`src/rtl/hqm_AW_pkg.sv`:
```
// Shared cfg-ring types for the AW cfg blocks.
// Request/response payloads, dispatch FSM states, timeout counter.
package hqm_AW_pkg;

    typedef struct packed {
        logic [31:0] addr;
        logic [31:0] wdata;
    } cfg_req_t;

    typedef struct packed {
        logic [31:0] rdata;
        logic        err;
    } cfg_rsp_t;

    typedef enum logic [1:0] {
        IDLE = 2'd0,
        WAIT = 2'd1,
        RSP  = 2'd2
    } cfg_tgt_state_t;

    localparam int CFG_TO_CNT_W = 16;
    typedef logic [CFG_TO_CNT_W-1:0] cfg_to_cnt_t;

    localparam int CFG_ERR_DEC = 0;
    localparam int CFG_ERR_TO  = 1;
    localparam int CFG_ERR_ACK = 2;

    localparam cfg_rsp_t CFG_RSP_ERR = '{rdata: 32'h0, err: 1'b1};

endpackage

```
`src/rtl/hqm_AW_cfg_addr_decode.sv`:
```
// Combinational cfg address decode: per-target mask/match.
// Produces the hit vector plus zero / one-hot / multi-hit flags.
module hqm_AW_cfg_addr_decode #(
    parameter int                     NUM_TGTS = 4,
    parameter logic [NUM_TGTS*32-1:0] TGT_MAP  = '0,
    parameter logic [NUM_TGTS*32-1:0] TGT_MSK  = '0
) (
    input  logic [31:0]         addr,
    output logic [NUM_TGTS-1:0] hit,
    output logic                hit_one,
    output logic                hit_zero,
    output logic                hit_multi
);

    // Match the masked address against every target base.
    always_comb begin
        hit = '0;
        for (int i = 0; i < NUM_TGTS; i++) begin
            hit[i] = (addr & TGT_MSK[i*32 +: 32])
                     == TGT_MAP[i*32 +: 32];
        end
    end

    assign hit_zero  = (hit == '0);
    assign hit_one   = $onehot(hit);
    assign hit_multi = ~hit_zero & ~hit_one;

endmodule

```
`src/rtl/hqm_aw_cfg_tgt_dispatch.sv`:
```
// Cfg ring dispatcher: routes one request to a decoded target,
// waits for its ack (with optional timeout) and returns a response.
module hqm_aw_cfg_tgt_dispatch
    import hqm_AW_pkg::*;
#(
    parameter int                     NUM_TGTS    = 4,
    parameter logic [NUM_TGTS*32-1:0] TGT_MAP     = '0,
    parameter logic [NUM_TGTS*32-1:0] TGT_MSK     = '0,
    parameter logic [15:0]            TIMEOUT_CYC = 16'd1024
) (
    input  logic                    clk,
    input  logic                    rst,
    input  logic                    rst_prep,
    input  logic                    core_cfg_req_write,
    input  logic                    core_cfg_req_read,
    input  cfg_req_t                core_cfg_req,
    output logic                    core_cfg_rsp_ack,
    output cfg_rsp_t                core_cfg_rsp,
    output logic [NUM_TGTS-1:0]     tgt_cfg_req_write,
    output logic [NUM_TGTS-1:0]     tgt_cfg_req_read,
    output cfg_req_t                tgt_cfg_req,
    input  logic [NUM_TGTS-1:0]     tgt_cfg_rsp_ack,
    input  cfg_rsp_t [NUM_TGTS-1:0] tgt_cfg_rsp,
    output logic                    cfg_idle,
    output logic [2:0]              err_pulse
);

    cfg_tgt_state_t      state_q;
    cfg_to_cnt_t         cnt_q;
    cfg_to_cnt_t         cnt_inc;
    cfg_req_t            req_q;
    cfg_rsp_t            rsp_q;
    cfg_rsp_t            sel_rsp;
    logic [NUM_TGTS-1:0] sel_q;
    logic [NUM_TGTS-1:0] wr_q;
    logic [NUM_TGTS-1:0] rd_q;
    logic [NUM_TGTS-1:0] hit;
    logic [NUM_TGTS-1:0] wait_sel;
    logic                ack_q;
    logic [2:0]          err_q;
    logic                hit_one;
    logic                hit_zero;
    logic                hit_multi;
    logic                req_any;
    logic                dec_ok;
    logic                sel_ack;
    logic                unexp_ack;
    logic                to_hit;

    hqm_AW_cfg_addr_decode #(
        .NUM_TGTS (NUM_TGTS),
        .TGT_MAP  (TGT_MAP),
        .TGT_MSK  (TGT_MSK)
    ) u_dec (
        .addr      (core_cfg_req.addr),
        .hit       (hit),
        .hit_one   (hit_one),
        .hit_zero  (hit_zero),
        .hit_multi (hit_multi)
    );

    assign req_any = core_cfg_req_write | core_cfg_req_read;
    assign dec_ok  = hit_one & ~hit_zero & ~hit_multi
                     & (core_cfg_req_write ^ core_cfg_req_read);

    assign wait_sel  = (state_q == WAIT) ? sel_q : '0;
    assign sel_ack   = |(tgt_cfg_rsp_ack & wait_sel);
    assign unexp_ack = |(tgt_cfg_rsp_ack & ~wait_sel);

    assign cnt_inc = cnt_q + cfg_to_cnt_t'(1);
    assign to_hit  = (TIMEOUT_CYC != 16'd0)
                     && (cnt_inc == TIMEOUT_CYC);

    // Pick the response payload of the selected target.
    always_comb begin
        sel_rsp = '0;
        for (int i = 0; i < NUM_TGTS; i++) begin
            if (sel_q[i]) begin
                sel_rsp = cfg_rsp_t'(sel_rsp | tgt_cfg_rsp[i]);
            end
        end
    end

    // Request/response FSM; every output it drives is registered.
    always_ff @(posedge clk) begin
        if (rst) begin
            state_q <= IDLE;
            cnt_q   <= '0;
            req_q   <= '0;
            rsp_q   <= '0;
            sel_q   <= '0;
            wr_q    <= '0;
            rd_q    <= '0;
            ack_q   <= 1'b0;
            err_q   <= '0;
        end else begin
            wr_q               <= '0;
            rd_q               <= '0;
            err_q              <= '0;
            err_q[CFG_ERR_ACK] <= unexp_ack;
            if (rst_prep) begin
                state_q <= IDLE;
                ack_q   <= 1'b0;
                cnt_q   <= '0;
            end else begin
                unique case (state_q)
                    IDLE: begin
                        if (req_any) begin
                            req_q <= core_cfg_req;
                            sel_q <= hit;
                            if (dec_ok) begin
                                wr_q    <= hit & {NUM_TGTS{core_cfg_req_write}};
                                rd_q    <= hit & {NUM_TGTS{core_cfg_req_read}};
                                cnt_q   <= '0;
                                state_q <= WAIT;
                            end else begin
                                rsp_q              <= CFG_RSP_ERR;
                                ack_q              <= 1'b0;
                                err_q[CFG_ERR_DEC] <= 1'b1;
                                state_q            <= RSP;
                            end
                        end
                    end
                    WAIT: begin
                        cnt_q <= cnt_inc;
                        if (sel_ack) begin
                            rsp_q   <= sel_rsp;
                            ack_q   <= 1'b1;
                            state_q <= RSP;
                        end else if (to_hit) begin
                            rsp_q             <= CFG_RSP_ERR;
                            ack_q             <= 1'b1;
                            err_q[CFG_ERR_TO] <= 1'b1;
                            state_q           <= RSP;
                        end
                        if (req_any) begin
                            err_q[CFG_ERR_DEC] <= 1'b1;
                        end
                    end
                    RSP: begin
                        // Decode errors arrive here with ack still low:
                        // raise it one cycle later, then leave.
                        if (ack_q) begin
                            ack_q   <= 1'b0;
                            state_q <= IDLE;
                        end else begin
                            ack_q <= 1'b1;
                        end
                        if (req_any) begin
                            err_q[CFG_ERR_DEC] <= 1'b1;
                        end
                    end
                    default: begin
                        state_q <= IDLE;
                    end
                endcase
            end
        end
    end

    assign tgt_cfg_req_write = rst_prep ? '0 : wr_q;
    assign tgt_cfg_req_read  = rst_prep ? '0 : rd_q;
    assign tgt_cfg_req       = rst_prep ? '0 : req_q;
    assign core_cfg_rsp_ack  = ack_q & ~rst_prep;
    assign core_cfg_rsp      = rst_prep ? '0 : rsp_q;
    assign err_pulse         = err_q;
    assign cfg_idle          = (state_q == IDLE) & ~req_any;

endmodule

```
`config.mk`:
```
export PLATFORM = sky130hd
export DESIGN_NAME = hqm_aw_cfg_tgt_dispatch
export DESIGN_NICKNAME = d
export VERILOG_FILES = /design/src/rtl/hqm_AW_pkg.sv /design/src/rtl/hqm_AW_cfg_addr_decode.sv /design/src/rtl/hqm_aw_cfg_tgt_dispatch.sv
export SDC_FILE = /design/constraint.sdc
export NUM_CORES = 1
export LEC_CHECK = 0
export ABC_CLOCK_PERIOD_IN_PS = 2400
export CAP_MARGIN = 20
export CELL_PAD_IN_SITES_DETAIL_PLACEMENT = 2
export CELL_PAD_IN_SITES_GLOBAL_PLACEMENT = 2
export CORE_AREA = 3 3 172 132
export CTS_BUF_LIST = sky130_fd_sc_hd__clkbuf_8 sky130_fd_sc_hd__clkbuf_16
export CTS_CLUSTER_SIZE = 14
export DETAILED_ROUTE_END_ITERATION = 16
export DIE_AREA = 0 0 175 135
export HOLD_SLACK_MARGIN = 0.12
export PLACE_DENSITY = 0.94
export SYNTH_ARGS = -nofsm -noshare
export SYNTH_HDL_FRONTEND = slang
export SYNTH_SLANG_ARGS = --single-unit
```
`constraint.sdc`:
```
create_clock -name clk -period 2.4 [get_ports clk]
set_clock_uncertainty 0.2 [all_clocks]
set_input_delay 0.48 -clock clk [delete_from_list [all_inputs] [get_ports clk]]
set_output_delay 0.48 -clock clk [all_outputs]
set_load 0.02 [all_outputs]
```
# Word level (Yosys, flattened, before mapping)
# Cells that the tools add are included.
[classes]
muxes = 23
eq_ne = 6
reduce_logical = 13
bitwise = 13
addsub = 1
[ops]
columns = ["op", "count"]
rows = [
  ["33-bit 2-to-1 mux", 8],
  ["33-bit bitwise OR", 3],
  ["33-bit one-hot mux with 2 select lines", 1],
  ["64-bit 2-to-1 mux", 1],
  ["16-bit by 1-bit adder with 16-bit output (second input constant)", 1],
  ["16-bit by 11-bit equality test with 1-bit output (second input constant)", 1],
  ["3-bit AND reduction", 3],
  ["4-bit bitwise AND", 2],
  ["2-bit 2-to-1 mux", 4],
  ["4-bit OR reduction", 2],
  ["7-bit OR reduction", 1],
  ["1-bit 2-to-1 mux", 6],
  ["2-bit one-hot mux with 3 select lines", 1],
  ["3-bit OR reduction", 2],
  ["4-bit 2-to-1 mux", 1],
  ["2-bit inequality test (second input constant)", 2],
  ["1-bit inverter", 4],
  ["4-bit inverter", 1],
  ["4-bit AND reduction", 1],
  ["3-bit inequality test (second input constant)", 1],
  ["1-bit one-hot mux with 3 select lines", 1],
  ["3-bit nonzero test", 1],
  ["1-bit bitwise AND", 2],
  ["2-bit by 1-bit equality test with 1-bit output (second input constant)", 1],
  ["5 further kinds", 5],
]
[word_totals]
ff_bits = 120
word_cells = 67
output_inout_bits = 110
input_bits = 205

# Longest topological paths before layout
# Gate-level depths: netlist of the first run.
[depth]
depth_word = 9
mapped_depth = 5
depth_no_buf = 3

# Hierarchy
# Synthesis of the first run repeated with hierarchy kept, for this count alone.
[unflattened]
hier_cells = 921
hier_area_um2 = 7168.1
[modules_own_cells]
columns = ["module", "area_per_inst_um2", "seq_area_each_um2", "cells_per_inst", "n_inst"]
rows = [
  ["hqm_aw_cfg_tgt_dispatch", 7108.1, 2622.5, 912, 1],
  ["hqm_AW_cfg_addr_decode", 60.1, 0.0, 9, 1],
]

# Worst setup path after synthesis of the first run
# OpenSTA, ideal clock, no wires.
[synth_timing]
kind = "input to output"
from = "input rst_prep"
to = "output tgt_cfg_req[38] in the netlist's numbering"
required_time_ns = 1.720
path_buffers = 2
arrival_ns = 1.117
path_slack_ns = 0.603
stages = 3
cell_sequence = "buf_2 -> buf_2 -> nor2b_1"
[synth_lines]
columns = ["element", "line", "text"]
rows = [
  ["start, declared", "hqm_aw_cfg_tgt_dispatch.sv:13", "input logic rst_prep,"],
  ["end, declared", "hqm_aw_cfg_tgt_dispatch.sv:21", "output cfg_req_t tgt_cfg_req,"],
]

==> impl_metrics.env, run 1 <==
export IMPL_insertion_delay_ns=0.33
export IMPL_vias=3041
export IMPL_insertedDiodeCount=0
export IMPL_postRouteAntennaNets=0
export IMPL_ir_drop_v=0.000215
export IMPL_die_w_um=175
export IMPL_path_buf_inv=3
export IMPL_setup_violations_final=0
export IMPL_final_core_util=0.269
export IMPL_hp_class="register to register"
export IMPL_min_period_ns=2.35
export IMPL_first_pass_iters=4
export IMPL_avgSynthCellArea_um2=9.25
export IMPL_dpl_cell_count=817
export IMPL_cts_max_level=3
export IMPL_path_max_fanout=18
export IMPL_via_per_inst=3.66
export IMPL_finalCritPeriodShare=0.979
export IMPL_port_buffers=141
export IMPL_place_hpwl_mm=8.52
export IMPL_coreArea_um2=21100
export IMPL_gp_congestion=0.665
export IMPL_path_cells="buf_2 -> buf_12 -> nor2b_1 -> clkdlybuf4s50_1"
export IMPL_max_slew_margin=0.572
export IMPL_cts_path_max_buffers=2
export IMPL_netlist_area_um2=3770
export IMPL_power_uw=3150
export IMPL_clk_pin_slew_worst_paths_ns=0.05
export IMPL_avgRoutedWirePerCell_um=14.0
export IMPL_area_delta_synth_final_pct=50.2
export IMPL_critPathRequiredTime_ns=1.72
export IMPL_yosysWarnings=0
export IMPL_cts_hold_buffers_added=0
export IMPL_ys_top_cells_by_area="dfxtp_1 37%, nand2b_1 21%, mux2i_1 17%"
export IMPL_ios=315
export IMPL_cts_tree="yes"
export IMPL_worstSetupPathType="primary input to primary output"
export IMPL_grt_usage=0.0990
export IMPL_crit_family="buffers and inverters"
export IMPL_dpl_cell_area_um2=5380
export IMPL_finalMaxSlewViolations=0
export IMPL_rsz0062_at_grt="no"
export IMPL_numCtsBuffers=9
export IMPL_power_density_nw_per_um2=557
export IMPL_synth_seq_area_share=0.367
export IMPL_crit_path_start_kind="primary input"
export IMPL_dieArea_um2=23600
export IMPL_drc=0
export IMPL_antenna_found_initial=0
export IMPL_hold_ws_ns=0.265
export IMPL_root_buffer="clkbuf_16"
export IMPL_synth_largest_area_cell="dfxtp_1"
export IMPL_grt_remaining_overflow=0
export IMPL_cts_setup_buffers=0
export IMPL_stdcell_count=832
export IMPL_fmax_ghz=0.426
export IMPL_initial_utilization=0.179
export IMPL_cts_sinks=69
export IMPL_cpMaxStageDelayCell="clkdlybuf4s50_1"
export IMPL_tightest_slew_ns=0.641
export IMPL_drt_iter0_drc=68
export IMPL_synth_distinct_cells=15
export IMPL_end_kind="primary output"
export IMPL_final_area_um2=5660
export IMPL_drt_total_wl_mm=11.7
export IMPL_slowest_delay_ns=0.64
export IMPL_maxCapViolCount=0
export IMPL_synth_ff_latch_count=69
export IMPL_synthCells=407
export IMPL_layout_drive_gt1_share=0.0478
export IMPL_grt_pass1_wl_mm=18.2
export IMPL_fp_dieH_um=135
export IMPL_rows=46
export IMPL_synth_top_area_frac=0.367
export IMPL_nets=745
export IMPL_leakage_uw=0.00215
export IMPL_outcome="finished, final reports clean"
export IMPL_grt_pass1_vias=3324
export IMPL_hold_violations=0
export IMPL_cp_arrival_ns=1.67
export IMPL_grt_max_degree=77
synth_stat cells, drive strengths merged:
library cell and n:
conb 1, clkbuf 18, o21ba 1, nor2b 66, nor3 4, buf 51
nor2 2, nand2b 128, dfxtp 69, nor4 1, mux2i 65, a2111oi 1
through the flow:
stage	setup WS, ns	TNS, ns
final	0.0513	0
after floorplan	0.603	0
after CTS	0.00297	0
after global placement	-0.105	-0.105
after global routing	0.0166	0
after detailed placement	-0.160	-0.160
layer usage:
metal,global-route usage,up-vias,wire length [um]
li1,-,1463,-
met1,0.113,1473,4870
met2,0.169,95,5770
met3,0.0444,10,903
met4,0.0279,0,131
met5,0,-,0
timing repair:
| item | CTS | global route |
|---|---|---|
| resized for setup | 1 | 1 |
| hold endpoints to repair | 0 | 0 |
| setup endpoints to repair | 1 | 1 |
| gates cloned | 0 | 0 |
cell usage in the layout (no fill, tap or decap), types with 2 or more instances in the layout:
cell and n:
clkbuf_8 3, nor2b_1 66, clkbuf_16 9, mux2i_1 65, nor3_1 3, buf_4 5, inv_1 2, nor2_1 2
conb_1 41, clkdlybuf4s50_1 137, nand2b_1 128, dfxtp_1 69, buf_12 6
layout make-up:
type,count,area [um^2]
timing repair buffer,151,1560
fill,2380,15400
clock inverter,3,12.5
clock buffer,12,267
tap,288,360
multi-input combinational,309,2080
sequential,69,1380
final timing paths:
path	startpoint	endpoint	slack, ns	cells after the start
worst max-delay path	rst_prep	tgt_cfg_req[5]	0.05	4
worst min-delay path	req_q[7]	req_q[7]	0.26	2
worst max register to register	state_q[1]	req_q[8]	0.85	3
worst min register to register	req_q[7]	req_q[7]	0.26	2
logic make-up (layout without fill, tap and decap cells):
logic type	Yosys count	in the layout	synth area share
buf+inv	69	166	0.122
flops	69	69	0.367
compound gates	2	2	0.00498
mux	65	65	0.173
other cells	1	41	0.000996
simple gates	201	201	0.333
flip-flops by register name (all words and copies together), names as in the netlist:
signal / count
req_q: 64
state_q: 1
rsp_q: 1
err_pulse: 2
ack_q: 1
power breakdown:
group / leakage, uW / internal, uW / switching, uW
clock: 0.000147 / 770 / 499
combinational: 0.00144 / 327 / 301
sequential: 0.000566 / 1220 / 34.9
total: 0.00215 / 2320 / 835
worst register-to-register path, stage by stage, from the launching register on:
cell and delay (ns):
dfxtp_1 0.36, nor3_4 0.30, buf_12 0.34, mux2i_1 0.28
(Power assumes the default switching activity.)
==> run 2, diff against run 1 <==
Settings changed: CAP_MARGIN 20 to 0.
==> results of run 2 <==
No change in the layout: final DEF, timing and power equal those of run 1.
